`src/rtl/trigger_engine_seg_pkg.sv`:
```
// Shared types for the segmented trigger engine: run-state encoding and ADC compare modes.
package trigger_engine_seg_pkg;

    typedef enum logic [2:0] {
        ST_IDLE,
        ST_WAIT_INACT,
        ST_ARMED,
        ST_DELAY,
        ST_CAPTURE,
        ST_HOLDOFF,
        ST_DONE
    } trig_state_t;

    localparam logic [1:0] MODE_ABOVE   = 2'b00;
    localparam logic [1:0] MODE_BELOW   = 2'b01;
    localparam logic [1:0] MODE_INSIDE  = 2'b10;
    localparam logic [1:0] MODE_OUTSIDE = 2'b11;

endpackage

```
`src/rtl/trigger_engine_seg_if.sv`:
```
// Capture handshake between the trigger engine (master) and the sample FIFO writer (slave).
interface trigger_engine_seg_if;

    logic capture_go_o;
    logic segment_go_o;
    logic capture_done_i;

    modport master (output capture_go_o, output segment_go_o, input capture_done_i);
    modport slave  (input capture_go_o, input segment_go_o, output capture_done_i);

endinterface

```
`src/rtl/trigger_engine_seg_cond.sv`:
```
// Trigger condition: windowed ADC compare or masked external combine, polarity applied, registered.
module trigger_engine_seg_cond
    import trigger_engine_seg_pkg::*;
#(
    parameter int ADC_W   = 12,
    parameter int NUM_EXT = 4
) (
    input  logic               adc_clk,
    input  logic               reset,
    input  logic [ADC_W-1:0]   adc_data,
    input  logic [NUM_EXT-1:0] ext_trig_i,
    input  logic [NUM_EXT-1:0] ext_mask_i,
    input  logic               ext_and_i,
    input  logic               source_i,
    input  logic [1:0]         adc_mode_i,
    input  logic [ADC_W-1:0]   level_hi_i,
    input  logic [ADC_W-1:0]   level_lo_i,
    input  logic               polarity_i,
    output logic               o_trig
);

    logic w_above;
    logic w_below;
    logic w_adcCond;
    logic w_extCond;
    logic w_cond;
    logic r_trig;

    always_comb begin
        w_above   = adc_data > level_hi_i;
        w_below   = adc_data < level_lo_i;
        w_adcCond = 1'b0;
        w_extCond = 1'b0;
        case (adc_mode_i)
            MODE_ABOVE:  w_adcCond = w_above;
            MODE_BELOW:  w_adcCond = w_below;
            MODE_INSIDE: w_adcCond = !w_above && !w_below;
            default:     w_adcCond = w_above || w_below;
        endcase
        // With nothing unmasked the external source never fires, even in AND mode.
        if (ext_mask_i != '0) begin
            if (ext_and_i) w_extCond = &(ext_trig_i | ~ext_mask_i);
            else           w_extCond = |(ext_trig_i & ext_mask_i);
        end
        w_cond = source_i ? w_adcCond : w_extCond;
    end

    always_ff @(posedge adc_clk) begin
        if (reset) r_trig <= 1'b0;
        else       r_trig <= polarity_i ? w_cond : ~w_cond;
    end

    assign o_trig = r_trig;

endmodule

```
`src/rtl/trigger_engine_seg.sv`:
```
// Segmented trigger engine: trigger_now sync, run FSM, and offset/holdoff/segment/length counters.
module trigger_engine_seg
    import trigger_engine_seg_pkg::*;
#(
    parameter int ADC_W   = 12,
    parameter int NUM_EXT = 4,
    parameter int OFF_W   = 32,
    parameter int HOLD_W  = 16,
    parameter int SEG_W   = 16,
    parameter int LEN_W   = 32
) (
    input  logic                 adc_clk,
    input  logic                 reset,
    input  logic [ADC_W-1:0]     adc_data,
    input  logic [NUM_EXT-1:0]   ext_trig_i,
    input  logic [NUM_EXT-1:0]   ext_mask_i,
    input  logic                 ext_and_i,
    input  logic                 source_i,
    input  logic [1:0]           adc_mode_i,
    input  logic [ADC_W-1:0]     level_hi_i,
    input  logic [ADC_W-1:0]     level_lo_i,
    input  logic                 polarity_i,
    input  logic                 wait_i,
    input  logic                 trigger_now_i,
    input  logic                 arm_i,
    input  logic [OFF_W-1:0]     offset_i,
    input  logic [HOLD_W-1:0]    holdoff_i,
    input  logic [SEG_W-1:0]     num_segments_i,
    trigger_engine_seg_if.master cap_if,
    output logic                 arm_o,
    output logic [SEG_W-1:0]     seg_count_o,
    output logic [LEN_W-1:0]     trigger_length_o,
    output logic                 done_o
);

    trig_state_t       r_state;
    trig_state_t       w_nextState;
    trig_state_t       w_runEntry;
    trig_state_t       w_trigTarget;
    logic              w_trig;
    logic [2:0]        r_nowSync;
    logic              r_nowP;
    logic              r_armPrev;
    logic              w_armRise;
    logic              r_inCapture;
    logic [OFF_W-1:0]  r_delayCnt;
    logic [HOLD_W-1:0] r_holdCnt;
    logic [SEG_W-1:0]  r_segCount;
    logic [SEG_W-1:0]  w_segInc;
    logic [SEG_W-1:0]  w_segMax;
    logic [LEN_W-1:0]  r_trigLen;

    trigger_engine_seg_cond #(.ADC_W(ADC_W), .NUM_EXT(NUM_EXT)) u_cond (
        .adc_clk    (adc_clk),
        .reset      (reset),
        .adc_data   (adc_data),
        .ext_trig_i (ext_trig_i),
        .ext_mask_i (ext_mask_i),
        .ext_and_i  (ext_and_i),
        .source_i   (source_i),
        .adc_mode_i (adc_mode_i),
        .level_hi_i (level_hi_i),
        .level_lo_i (level_lo_i),
        .polarity_i (polarity_i),
        .o_trig     (w_trig)
    );

    assign w_armRise    = arm_i && !r_armPrev;
    assign w_runEntry   = wait_i ? ST_WAIT_INACT : ST_ARMED;
    // Zero offset skips DELAY so capture starts the cycle after the trigger cycle.
    assign w_trigTarget = (offset_i == '0) ? ST_CAPTURE : ST_DELAY;
    assign w_segMax     = (num_segments_i == '0) ? SEG_W'(1) : num_segments_i;
    assign w_segInc     = (&r_segCount) ? r_segCount : r_segCount + SEG_W'(1);

    always_ff @(posedge adc_clk) begin
        if (reset) r_state <= ST_IDLE;
        else       r_state <= w_nextState;
    end

    always_comb begin
        w_nextState = r_state;
        if (!arm_i) begin
            w_nextState = ST_IDLE;
        end else begin
            case (r_state)
                ST_IDLE:       if (w_armRise) w_nextState = w_runEntry;
                ST_WAIT_INACT: begin
                    if (r_nowP)       w_nextState = w_trigTarget;
                    else if (!w_trig) w_nextState = ST_ARMED;
                end
                ST_ARMED:      if (w_trig || r_nowP) w_nextState = w_trigTarget;
                ST_DELAY:      if (r_delayCnt == offset_i - OFF_W'(1)) w_nextState = ST_CAPTURE;
                ST_CAPTURE: begin
                    if (cap_if.capture_done_i) begin
                        if (w_segInc >= w_segMax)  w_nextState = ST_DONE;
                        else if (holdoff_i == '0)  w_nextState = w_runEntry;
                        else                       w_nextState = ST_HOLDOFF;
                    end
                end
                ST_HOLDOFF:    if (r_holdCnt == holdoff_i - HOLD_W'(1)) w_nextState = w_runEntry;
                ST_DONE:       w_nextState = ST_DONE;
                default:       w_nextState = ST_IDLE;
            endcase
        end
    end

    always_ff @(posedge adc_clk) begin
        if (reset) begin
            r_nowSync   <= '0;
            r_nowP      <= 1'b0;
            r_armPrev   <= 1'b0;
            r_inCapture <= 1'b0;
            r_delayCnt  <= '0;
            r_holdCnt   <= '0;
            r_segCount  <= '0;
            r_trigLen   <= '0;
        end else begin
            r_nowSync   <= {r_nowSync[1:0], trigger_now_i};
            r_nowP      <= r_nowSync[1] && !r_nowSync[2];
            r_armPrev   <= arm_i;
            r_inCapture <= (r_state == ST_CAPTURE);
            r_delayCnt  <= (r_state == ST_DELAY)   ? r_delayCnt + OFF_W'(1)  : '0;
            r_holdCnt   <= (r_state == ST_HOLDOFF) ? r_holdCnt + HOLD_W'(1) : '0;
            // Abort dominates a coincident capture_done.
            if (!arm_i)
                r_segCount <= '0;
            else if (r_state == ST_CAPTURE && cap_if.capture_done_i)
                r_segCount <= w_segInc;
            if (w_armRise)
                r_trigLen <= '0;
            else if (r_state != ST_IDLE && w_trig && !(&r_trigLen))
                r_trigLen <= r_trigLen + LEN_W'(1);
        end
    end

    assign arm_o               = (r_state != ST_IDLE);
    assign done_o              = (r_state == ST_DONE);
    assign cap_if.capture_go_o = (r_state == ST_CAPTURE);
    assign cap_if.segment_go_o = (r_state == ST_CAPTURE) && !r_inCapture;
    assign seg_count_o         = r_segCount;
    assign trigger_length_o    = r_trigLen;

endmodule

```
`src/flat_wrapper.sv`:
```
// flat-port wrapper written by rule: the top's interface ports become plain ports
module trigger_engine_seg_flat import trigger_engine_seg_pkg::*;
#(
    parameter int ADC_W   = 12,
    parameter int NUM_EXT = 4,
    parameter int OFF_W   = 32,
    parameter int HOLD_W  = 16,
    parameter int SEG_W   = 16,
    parameter int LEN_W   = 32
)
  (adc_clk, reset, adc_data, ext_trig_i, ext_mask_i, ext_and_i, source_i, adc_mode_i, level_hi_i, level_lo_i, polarity_i, wait_i, trigger_now_i, arm_i, offset_i, holdoff_i, num_segments_i, arm_o, seg_count_o, trigger_length_o, done_o, cap_if_capture_go_o, cap_if_segment_go_o, cap_if_capture_done_i);
  trigger_engine_seg_if cap_if_i ();
  input  logic adc_clk;
  input  logic reset;
  input  logic [ADC_W-1:0] adc_data;
  input  logic [NUM_EXT-1:0] ext_trig_i;
  input  logic [NUM_EXT-1:0] ext_mask_i;
  input  logic ext_and_i;
  input  logic source_i;
  input  logic [1:0] adc_mode_i;
  input  logic [ADC_W-1:0] level_hi_i;
  input  logic [ADC_W-1:0] level_lo_i;
  input  logic polarity_i;
  input  logic wait_i;
  input  logic trigger_now_i;
  input  logic arm_i;
  input  logic [OFF_W-1:0] offset_i;
  input  logic [HOLD_W-1:0] holdoff_i;
  input  logic [SEG_W-1:0] num_segments_i;
  output logic arm_o;
  output logic [SEG_W-1:0] seg_count_o;
  output logic [LEN_W-1:0] trigger_length_o;
  output logic done_o;
  output wire logic [$bits(cap_if_i.capture_go_o)-1:0] cap_if_capture_go_o;
  output wire logic [$bits(cap_if_i.segment_go_o)-1:0] cap_if_segment_go_o;
  input wire logic [$bits(cap_if_i.capture_done_i)-1:0] cap_if_capture_done_i;
  assign cap_if_capture_go_o = cap_if_i.capture_go_o;
  assign cap_if_segment_go_o = cap_if_i.segment_go_o;
  assign cap_if_i.capture_done_i = cap_if_capture_done_i;
  trigger_engine_seg #(.ADC_W(ADC_W), .NUM_EXT(NUM_EXT), .OFF_W(OFF_W), .HOLD_W(HOLD_W), .SEG_W(SEG_W), .LEN_W(LEN_W)) u_core (.adc_clk(adc_clk), .reset(reset), .adc_data(adc_data), .ext_trig_i(ext_trig_i), .ext_mask_i(ext_mask_i), .ext_and_i(ext_and_i), .source_i(source_i), .adc_mode_i(adc_mode_i), .level_hi_i(level_hi_i), .level_lo_i(level_lo_i), .polarity_i(polarity_i), .wait_i(wait_i), .trigger_now_i(trigger_now_i), .arm_i(arm_i), .offset_i(offset_i), .holdoff_i(holdoff_i), .num_segments_i(num_segments_i), .cap_if(cap_if_i), .arm_o(arm_o), .seg_count_o(seg_count_o), .trigger_length_o(trigger_length_o), .done_o(done_o));
endmodule
```
`config.mk`:
```
export PLATFORM = sky130hd
export DESIGN_NAME = trigger_engine_seg_flat
export DESIGN_NICKNAME = d
export VERILOG_FILES = /design/src/rtl/trigger_engine_seg_pkg.sv /design/src/rtl/trigger_engine_seg_if.sv /design/src/rtl/trigger_engine_seg_cond.sv /design/src/rtl/trigger_engine_seg.sv /design/src/flat_wrapper.sv
export SDC_FILE = /design/constraint.sdc
export NUM_CORES = 1
export LEC_CHECK = 0
export ABC_CLOCK_PERIOD_IN_PS = 12800
export BUFFER_PORTS_ARGS = -buffer_cell sky130_fd_sc_hd__buf_2
export CAP_MARGIN = 10
export CORE_MARGIN = 1
export CORE_UTILIZATION = 60
export CTS_BUF_LIST = sky130_fd_sc_hd__clkbuf_8 sky130_fd_sc_hd__clkbuf_16
export CTS_CLUSTER_DIAMETER = 150
export DETAILED_ROUTE_END_ITERATION = 10
export PLACE_DENSITY_LB_ADDON = 0.05
export SLEW_MARGIN = 10
export SYNTH_ARGS = -nofsm -noshare
export SYNTH_HDL_FRONTEND = slang
export SYNTH_SLANG_ARGS = --single-unit
```
`constraint.sdc`:
```
create_clock -name adc_clk -period 12.8 [get_ports adc_clk]
set_input_delay 1.28 -clock adc_clk [delete_from_list [all_inputs] [get_ports adc_clk]]
set_output_delay 1.28 -clock adc_clk [all_outputs]
set_load 0.005 [all_outputs]
```
==> summary.md, run 1 <==
| Metric | Value |
|---|---|
| Num rows | 41 |
| Fin. max-slew vios | 0 |
| Die Y | between 100 and 150 microns |
| CP Cell Sequence | ha_1 > and3_1 > nand4_1 > nor3_1 > or2_2 > nor2_1 > xor2_1 > ha_1 > a21oi_1 > o21a_1 > a2bb2oi_1 > o21ai_0 > or4_2 > and3_2 > a211o_2 > nor2_1 |
| Synth Net Count | 1218 |
| Pwr dens | 77.06 nW/um^2 |
| Post-synth EDFFs | 0 |
| Largest net degree at the start of global routing | 33 |
| Skew-Pair Late Insertion Delay | 0.36 ns |
| Root Buffer | clkbuf_16 |
| Grt total ovfl | 0 |
| Startpoint types | register |
| Pleak | 3.721 nW |
| Commonest non-fill, non-tap cells in the layout | buf_2, nor2_1, dfxtp_1, nand2_1, xor2_1 |
| Clock share of power | 39.0% |
| Setup_tns | 0 ns |
| Switching pwr | 194.5 uW |
| P&R area growth vs syn | 14.31% |
| Mean routed wirelength per cell | 14.02 microns |
| Sequential element share of the synthesized area | 26.43% |
| Top cell type's share of synthesized area | 26.43% |
| Full die area | 13850 sq um |
| Clock transition at path regs | 0.08 ns |
| Synthesized area | 8028 sq um |
| Clk buf depth | 2 |
| Initial Utilization | 62.60% |
| Mapped Cells | ~1100 |
| Slowest cell delay on critical path | 0.71 ns |
| Drt drc | 0 |
| Pint | 512.5 uW |
| Final Cycle Share | 35.43% |
| Sequential share of power | between 40 and 50% |
| Core Region | ~13000 sq um |
| Final setup violation count | 0 |
| Most common cell after layout, fill and taps aside | buf_2 |
| Critical path data required time | 13.10 ns |
| Comb pwr share | 13.9% |
| Worst setup EP type | register |
| GR Util All Layers | 27.97% |
| Total power | 707.1 uW |
| Top delay family on crit path | simple AND/OR/NAND/NOR gates |
| Flop2flop setup slack | ~8.3 ns |
| Tightest Hold Check Type | reg -> reg |
| Ys flop type | dfxtp_1 |
| Max_cap viols | 0 |
| Routed WL | 19.14 mm |
| Distinct cells, synth | 85 |
| Worst slew pin tran | approximately 1 ns |
| DRT iter0 DRCs | slightly below 500 |
| YS warnings | 0 |
| Placer congestion estimate | about 0.9 |
| Setup Skew | around 0.0084 ns |
| Vias | 7813 |
| Post-CTS setup buffer count | 0 |
| Ant. Diodes | 0 |
| Area leader, netlist | dfxtp_1 |
| Slowest-stage cell, CP | or4_2 |
| Maximum VDD drop | 0.06147 mV |
| # clock sinks | 106 |
| Fin nets | 1353 |
| Final antenna-violating net count | 0 |
| CTS tree | yes |
| Top cells by area, synth | dfxtp_1, xor2_1, ha_1 |
| Critical Path AT | 4.83 ns |
| RSZ-0062 raised after global routing | no |
| FMAX | approximately 220 MHz |
| WP buf/inv | 0 |
| Via/cell ratio | about 5.7 |
| Num CTS Buffers | 9 |
| Yosys reg bits | 106 |
| Pre-Repair DR Iteration Count | 5 |
| Number of global-route vias before repair | 7032 |
| Final hold viol count | 0 |
| Syn_area_per_cell | 7.624 sq um |
| Crit-path max FO | 7 |
| WS Path Type | reg -> reg |
| DP Wirelength | 14.70 mm |
| H-tree depth | 3 |
| Share of cells above drive strength 1 | between 10% and 20% |
| First-pass GRT wire length | 32.55 mm |
| Die width | 117.7 microns |
| Sw frac | between 20% and 30% |
| Outcome | finished clean |
| Async set-or-reset flop fraction in the synthesized netlist | 0% |
| Fin crit period | 4.534 ns |
| Antenna violations before repair | 0 |
| Post_cts resized | 0 |
| I/O pin count | 171 |
| PortBufs | 170 |
| Hold buffers post-CTS | 0 |
| Max transition margin | 34.13% |
[power groups by stage]
stage	logic [mW]	registers, mW	clock network [mW]
finish	0.0982	0.333	0.276
global route	0.110	0.333	0.296
CTS	0.0976	0.333	0.282
detailed placement	0.0966	0.341	0
global placement	0.0957	0.341	0
floorplan	0.0598	0.340	0
[synthesized netlist by cell type, types with 5 or more instances]
cell type / number
nor2_1: 126
dfxtp_1: 106
nand2_1: 81
xor2_1: 71
inv_1: 64
xnor2_1: 62
nand3_1: 49
ha_1: 46
a21oi_1: 45
nor3_1: 44
clkbuf_1: 39
nand4_1: 36
o21ai_0: 35
or3_1: 24
and3_1: 21
nor4_1: 19
nor2b_1: 13
or4_1: 10
or2_2: 9
a21o_1: 8
and4_1: 6
nor3b_1: 6
o21a_1: 6
and2_1: 5
nand2b_1: 5
nand4b_1: 5
[sequential cells by signal, summed over array words and instances, names as in the netlist]
| name | cells |
|---|---|
| u_core.r_nowP | 1 |
| u_core.seg_count_o | 16 |
| u_core.r_nowSync | 3 |
| u_core.r_armPrev | 1 |
| u_core.r_state | 3 |
| u_core.trigger_length_o | 32 |
| u_core.r_holdCnt | 16 |
| u_core.u_cond.o_trig | 1 |
| u_core.r_inCapture | 1 |
| u_core.r_delayCnt | 32 |
[per-stage QoR]
step / instance area [sq um] / util (%) / hold WS, ns / worst slack, ns / cells
3_5_place_dp: 8881 / 69.25 / 0.3754 / 8.285 / 1349
5_1_grt: 9176 / 71.55 / 0.4090 / 7.950 / 1365
3_3_place_gp: 8881 / 69.25 / 0.3699 / 8.402 / 1349
4_1_cts: 9176 / 71.55 / 0.3863 / 8.306 / 1365
6_report: 9176 / 71.55 / 0.3891 / 8.266 / 1365
2_1_floorplan: 8028 / - / 0.3674 / 8.576 / 1053
[layer usage]
| layer | track usage [%] | wire length [microns] |
|---|---|---|
| met5 | 0 | 0 |
| met1 | 36.99 | 8894 |
| met3 | 4.312 | 863 |
| met4 | 8.814 | 345 |
| met2 | 46.51 | 9032 |
[cell families (layout without fill, tap and decap cells)]
family | Yosys count | count (layout) | synth area share, %
buffers and inverters | 110 | 250 | 5.642
multiplexers | 4 | 4 | 0.5143
AO/OA/AOI/OAI | 157 | 157 | 12.91
flip-flops | 106 | 106 | 26.43
XOR/XNOR | 133 | 133 | 14.51
AND/OR/NAND/NOR | 497 | 497 | 32.82
adder cells (fa/ha/maj) | 46 | 46 | 7.170
[cell type report]
cell class	instances	area (sq um)
clock buffers	9	225.2
well taps	172	215.2
inverters	64	240.2
flip-flops and latches	106	2122
clock inverters	7	70.07
multi-input cells	837	5453
fillers	1117	3649
repair buffers	170	850.8
[worst paths after layout]
check	startpoint	end	cells past startpoint
worst min-delay path	u_core.r_nowSync[2]	u_core.r_nowP	1
worst max-delay path	u_core.seg_count_o[0]	u_core.r_state[0]	16
worst max register to register	u_core.seg_count_o[0]	u_core.r_state[0]	16
worst min register to register	u_core.r_nowSync[2]	u_core.r_nowP	1
Note: power is estimated with default switching activity, not from simulation.
==> run 2: changes to the inputs <==
--- a/config.mk
+++ b/config.mk
@@ -5,11 +5,11 @@
 export SDC_FILE = /design/constraint.sdc
 export NUM_CORES = 1
 export LEC_CHECK = 0
-export ABC_CLOCK_PERIOD_IN_PS = 12800
+export ABC_CLOCK_PERIOD_IN_PS = 3600
 export BUFFER_PORTS_ARGS = -buffer_cell sky130_fd_sc_hd__buf_2
 export CAP_MARGIN = 10
 export CORE_MARGIN = 1
-export CORE_UTILIZATION = 60
+export CORE_UTILIZATION = 51
 export CTS_BUF_LIST = sky130_fd_sc_hd__clkbuf_8 sky130_fd_sc_hd__clkbuf_16
 export CTS_CLUSTER_DIAMETER = 150
 export DETAILED_ROUTE_END_ITERATION = 10
==> constraint.sdc (replaced) <==
create_clock -name adc_clk -period 3.6 [get_ports adc_clk]
set_input_delay 0.36 -clock adc_clk [delete_from_list [all_inputs] [get_ports adc_clk]]
set_output_delay 0.36 -clock adc_clk [all_outputs]
set_load 0.005 [all_outputs]
==> run 2 against run 1 <==
Against the previous run:
- cell area up 4.6%
- first-iteration DRC count is 25% lower
- via count up 2.0%
- clock skew rose by 0.00079 ns
- core utilization shrank 8.7 points
- clock-buffer cell count is the same
- flip-flop and latch count is the same
- wire length is 5.8% higher
- sequential power rose to 3.5 times the previous value
- global-route usage shrank 2.8 points
- critical path type unchanged
- critical endpoint unchanged
==> summary.md, run 2 (same netlist as run 1, synthesis figures left out) <==
| Metric | Value |
|---|---|
| Critical Path AT | 3.77 ns (was 4.83 ns) |
| Core Region | 15260 sq um (was 12820 sq um) |
| Outcome | finished clean (unchanged) |
| Final Util | 62.89% (was 71.55%) |
| Ant. Diodes | 0 (unchanged) |
| Setup Skew | 0.009232 ns (was 0.008438 ns) |
| Grt total ovfl | 0 (unchanged) |
| R2R cell count | 14 (was 16) |
| Placer congestion estimate | 0.8590 (was 0.8981) |
| Pwr dens | 275.2 nW/um^2 (was 77.06 nW/um^2) |
| Worst Setup EP | u_core.r_state[0] (unchanged) |
| Antenna violations before repair | 0 (unchanged) |
| First-pass GRT wire length | 33.47 mm (was 32.55 mm) |
| Skew-Pair Late Insertion Delay | 0.36 ns (about the same) |
| I/O pin count | 171 (unchanged) |
| Crit path from | u_core.seg_count_o[4] (was u_core.seg_count_o[0]) |
| Total power | 2.641 mW (was 707.1 uW) |
| Die Y | 127.5 microns (was 117.7 microns) |
| Fin. max-slew vios | 0 (unchanged) |
| Largest net degree at the start of global routing | 33 (unchanged) |
| Startpoint types | register (unchanged) |
| Via/cell ratio | 5.545 (was 5.724) |
| Final antenna-violating net count | 0 (unchanged) |
| DRT iter0 DRCs | 364 (was 487) |
| Final Cycle Share | 96.30% (was 35.43%) |
| GR Util All Layers | 25.16% (was 27.97%) |
| Max transition margin | 33.39% (was 34.13%) |
| Critical R2R Capture | u_core.r_state[0] (unchanged) |
| Tightest Hold Check Type | in -> reg (was reg -> reg) |
| Full die area | 16250 sq um (was 13850 sq um) |
| Final instance area | 9597 sq um (was 9176 sq um) |
| Worst slew pin tran | 0.9991 ns (was 0.9880 ns) |
| Pleak | 3.931 nW (was 3.721 nW) |
| Root Buffer | clkbuf_16 (unchanged) |
| Maximum VDD drop | 0.2004 mV (was 0.06147 mV) |
| WS Path Type | reg -> reg (unchanged) |
| Clock transition at path regs | 0.08 ns (about the same) |
| Num rows | 45 (was 41) |
| Pre-Repair DR Iteration Count | 5 (unchanged) |
| Max_cap viols | 0 (unchanged) |
| Fill cell count | 1451 (was 1117) |
| Die width | 127.5 microns (was 117.7 microns) |
| Fin nets | 1386 (was 1353) |
| Final setup violation count | 0 (unchanged) |
| Share of cells above drive strength 1 | 22.35% (was 18.61%) |
| DP Wirelength | 15.60 mm (was 14.70 mm) |
| Area post-placement | 9173 sq um (was 8881 sq um) |
| Critical path data required time | 3.90 ns (was 13.10 ns) |
| Fin crit period | 3.467 ns (was 4.534 ns) |
| Most common cell after layout, fill and taps aside | buf_2 (unchanged) |
| Clk buf depth | 2 (unchanged) |
| # clock sinks | 106 (unchanged) |
| Worst reg2reg path startpoint | u_core.seg_count_o[4] (was u_core.seg_count_o[0]) |
| Routed WL | 20.25 mm (was 19.14 mm) |
| Number of global-route vias before repair | 7217 (was 7032) |
| PortBufs | 170 (unchanged) |
| Crit-path max FO | 6 (was 7) |
| Commonest non-fill, non-tap cells in the layout | buf_2, nor2_1, dfxtp_1, nand2_1, xor2_1 (unchanged) |
| Flop2flop setup slack | 0.13 ns (was 8.27 ns) |
| P&R area growth vs syn | 19.54% (was 14.31%) |
| CTS tree | yes (unchanged) |
| Worst setup EP type | register (unchanged) |
| Num CTS Buffers | 9 (unchanged) |
| H-tree depth | 3 (unchanged) |
| Mean routed wirelength per cell | 14.09 microns (was 14.02 microns) |
| Initial Utilization | 52.61% (was 62.60%) |
| Drt drc | 0 (unchanged) |
| Vias | 7968 (was 7813) |
| FMAX | 288.5 MHz (was 220.5 MHz) |
| Final hold viol count | 0 (unchanged) |
run 2: cell type report:
cell class              instances  area (sq um)  share of cell area (%)
repair buffers                203          1106                   11.53
clock inverters                 7         105.1                   1.095
inverters                      64         240.2                   2.503
clock buffers                   9         225.2                   2.347
well taps                     211         264.0                   2.751
multi-input cells             837          5525                   57.57
flip-flops and latches        106          2131                   22.20
run 2: per-layer routing:
layer / GRT usage, % / up-vias / wire (microns)
met1: 33.45 / 3675 / 9513
met4: 7.843 / 0 / 276
met3: 2.931 / 20 / 928
li1: - / 4077 / -
met2: 42.49 / 196 / 9526
met5: 0 / - / 0
run 2: timing repair:
action                                  CTS  global route
buffers inserted                          0             6
gates resized for setup                   0            14
endpoints found under the setup margin    0             1
hold buffers                              0             0
run 2: power by group:
part,switching (mW),internal (mW)
Clock,0.527,0.572
Sequential,0.00825,1.18
Combinational,0.197,0.160
run 2: worst min-delay path by stage:
stage,start,end,cells after the start
floorplan,u_core.r_nowSync[2],u_core.r_nowP,1
global placement,u_core.r_nowSync[2],u_core.r_nowP,1
detailed placement,u_core.r_nowSync[2],u_core.r_nowP,1
CTS,trigger_now_i,u_core.r_nowSync[0],2
global route,trigger_now_i,u_core.r_nowSync[0],2
finish,trigger_now_i,u_core.r_nowSync[0],2
run 2: worst max-delay path, cell delays in order, from the launching register on:
cell and delay [ns]:
dfxtp_2 0.33, and4_4 0.23, nand4_1 0.20, or4_4 0.52, nand3_1 0.11, o21a_1 0.12
ha_1 0.24, a21oi_1 0.12, o21ai_0 0.13, a21oi_2 0.20, o21ai_2 0.09, or4_4 0.52
and3_4 0.18, a211o_2 0.32, nor2_1 0.08
run 2: through the flow:
step	instances	worst slack (ns)	hold slack, ns	setup TNS (ns)
finish	1437	0.1333	0.2243	0
global route	1437	-0.05062	0.2434	-0.05062
CTS	1431	0.03081	0.2092	0
detailed placement	1415	0.05034	0.3790	0
global placement	1415	0.1304	0.3716	0
floorplan	1053	0.07181	0.3674	0
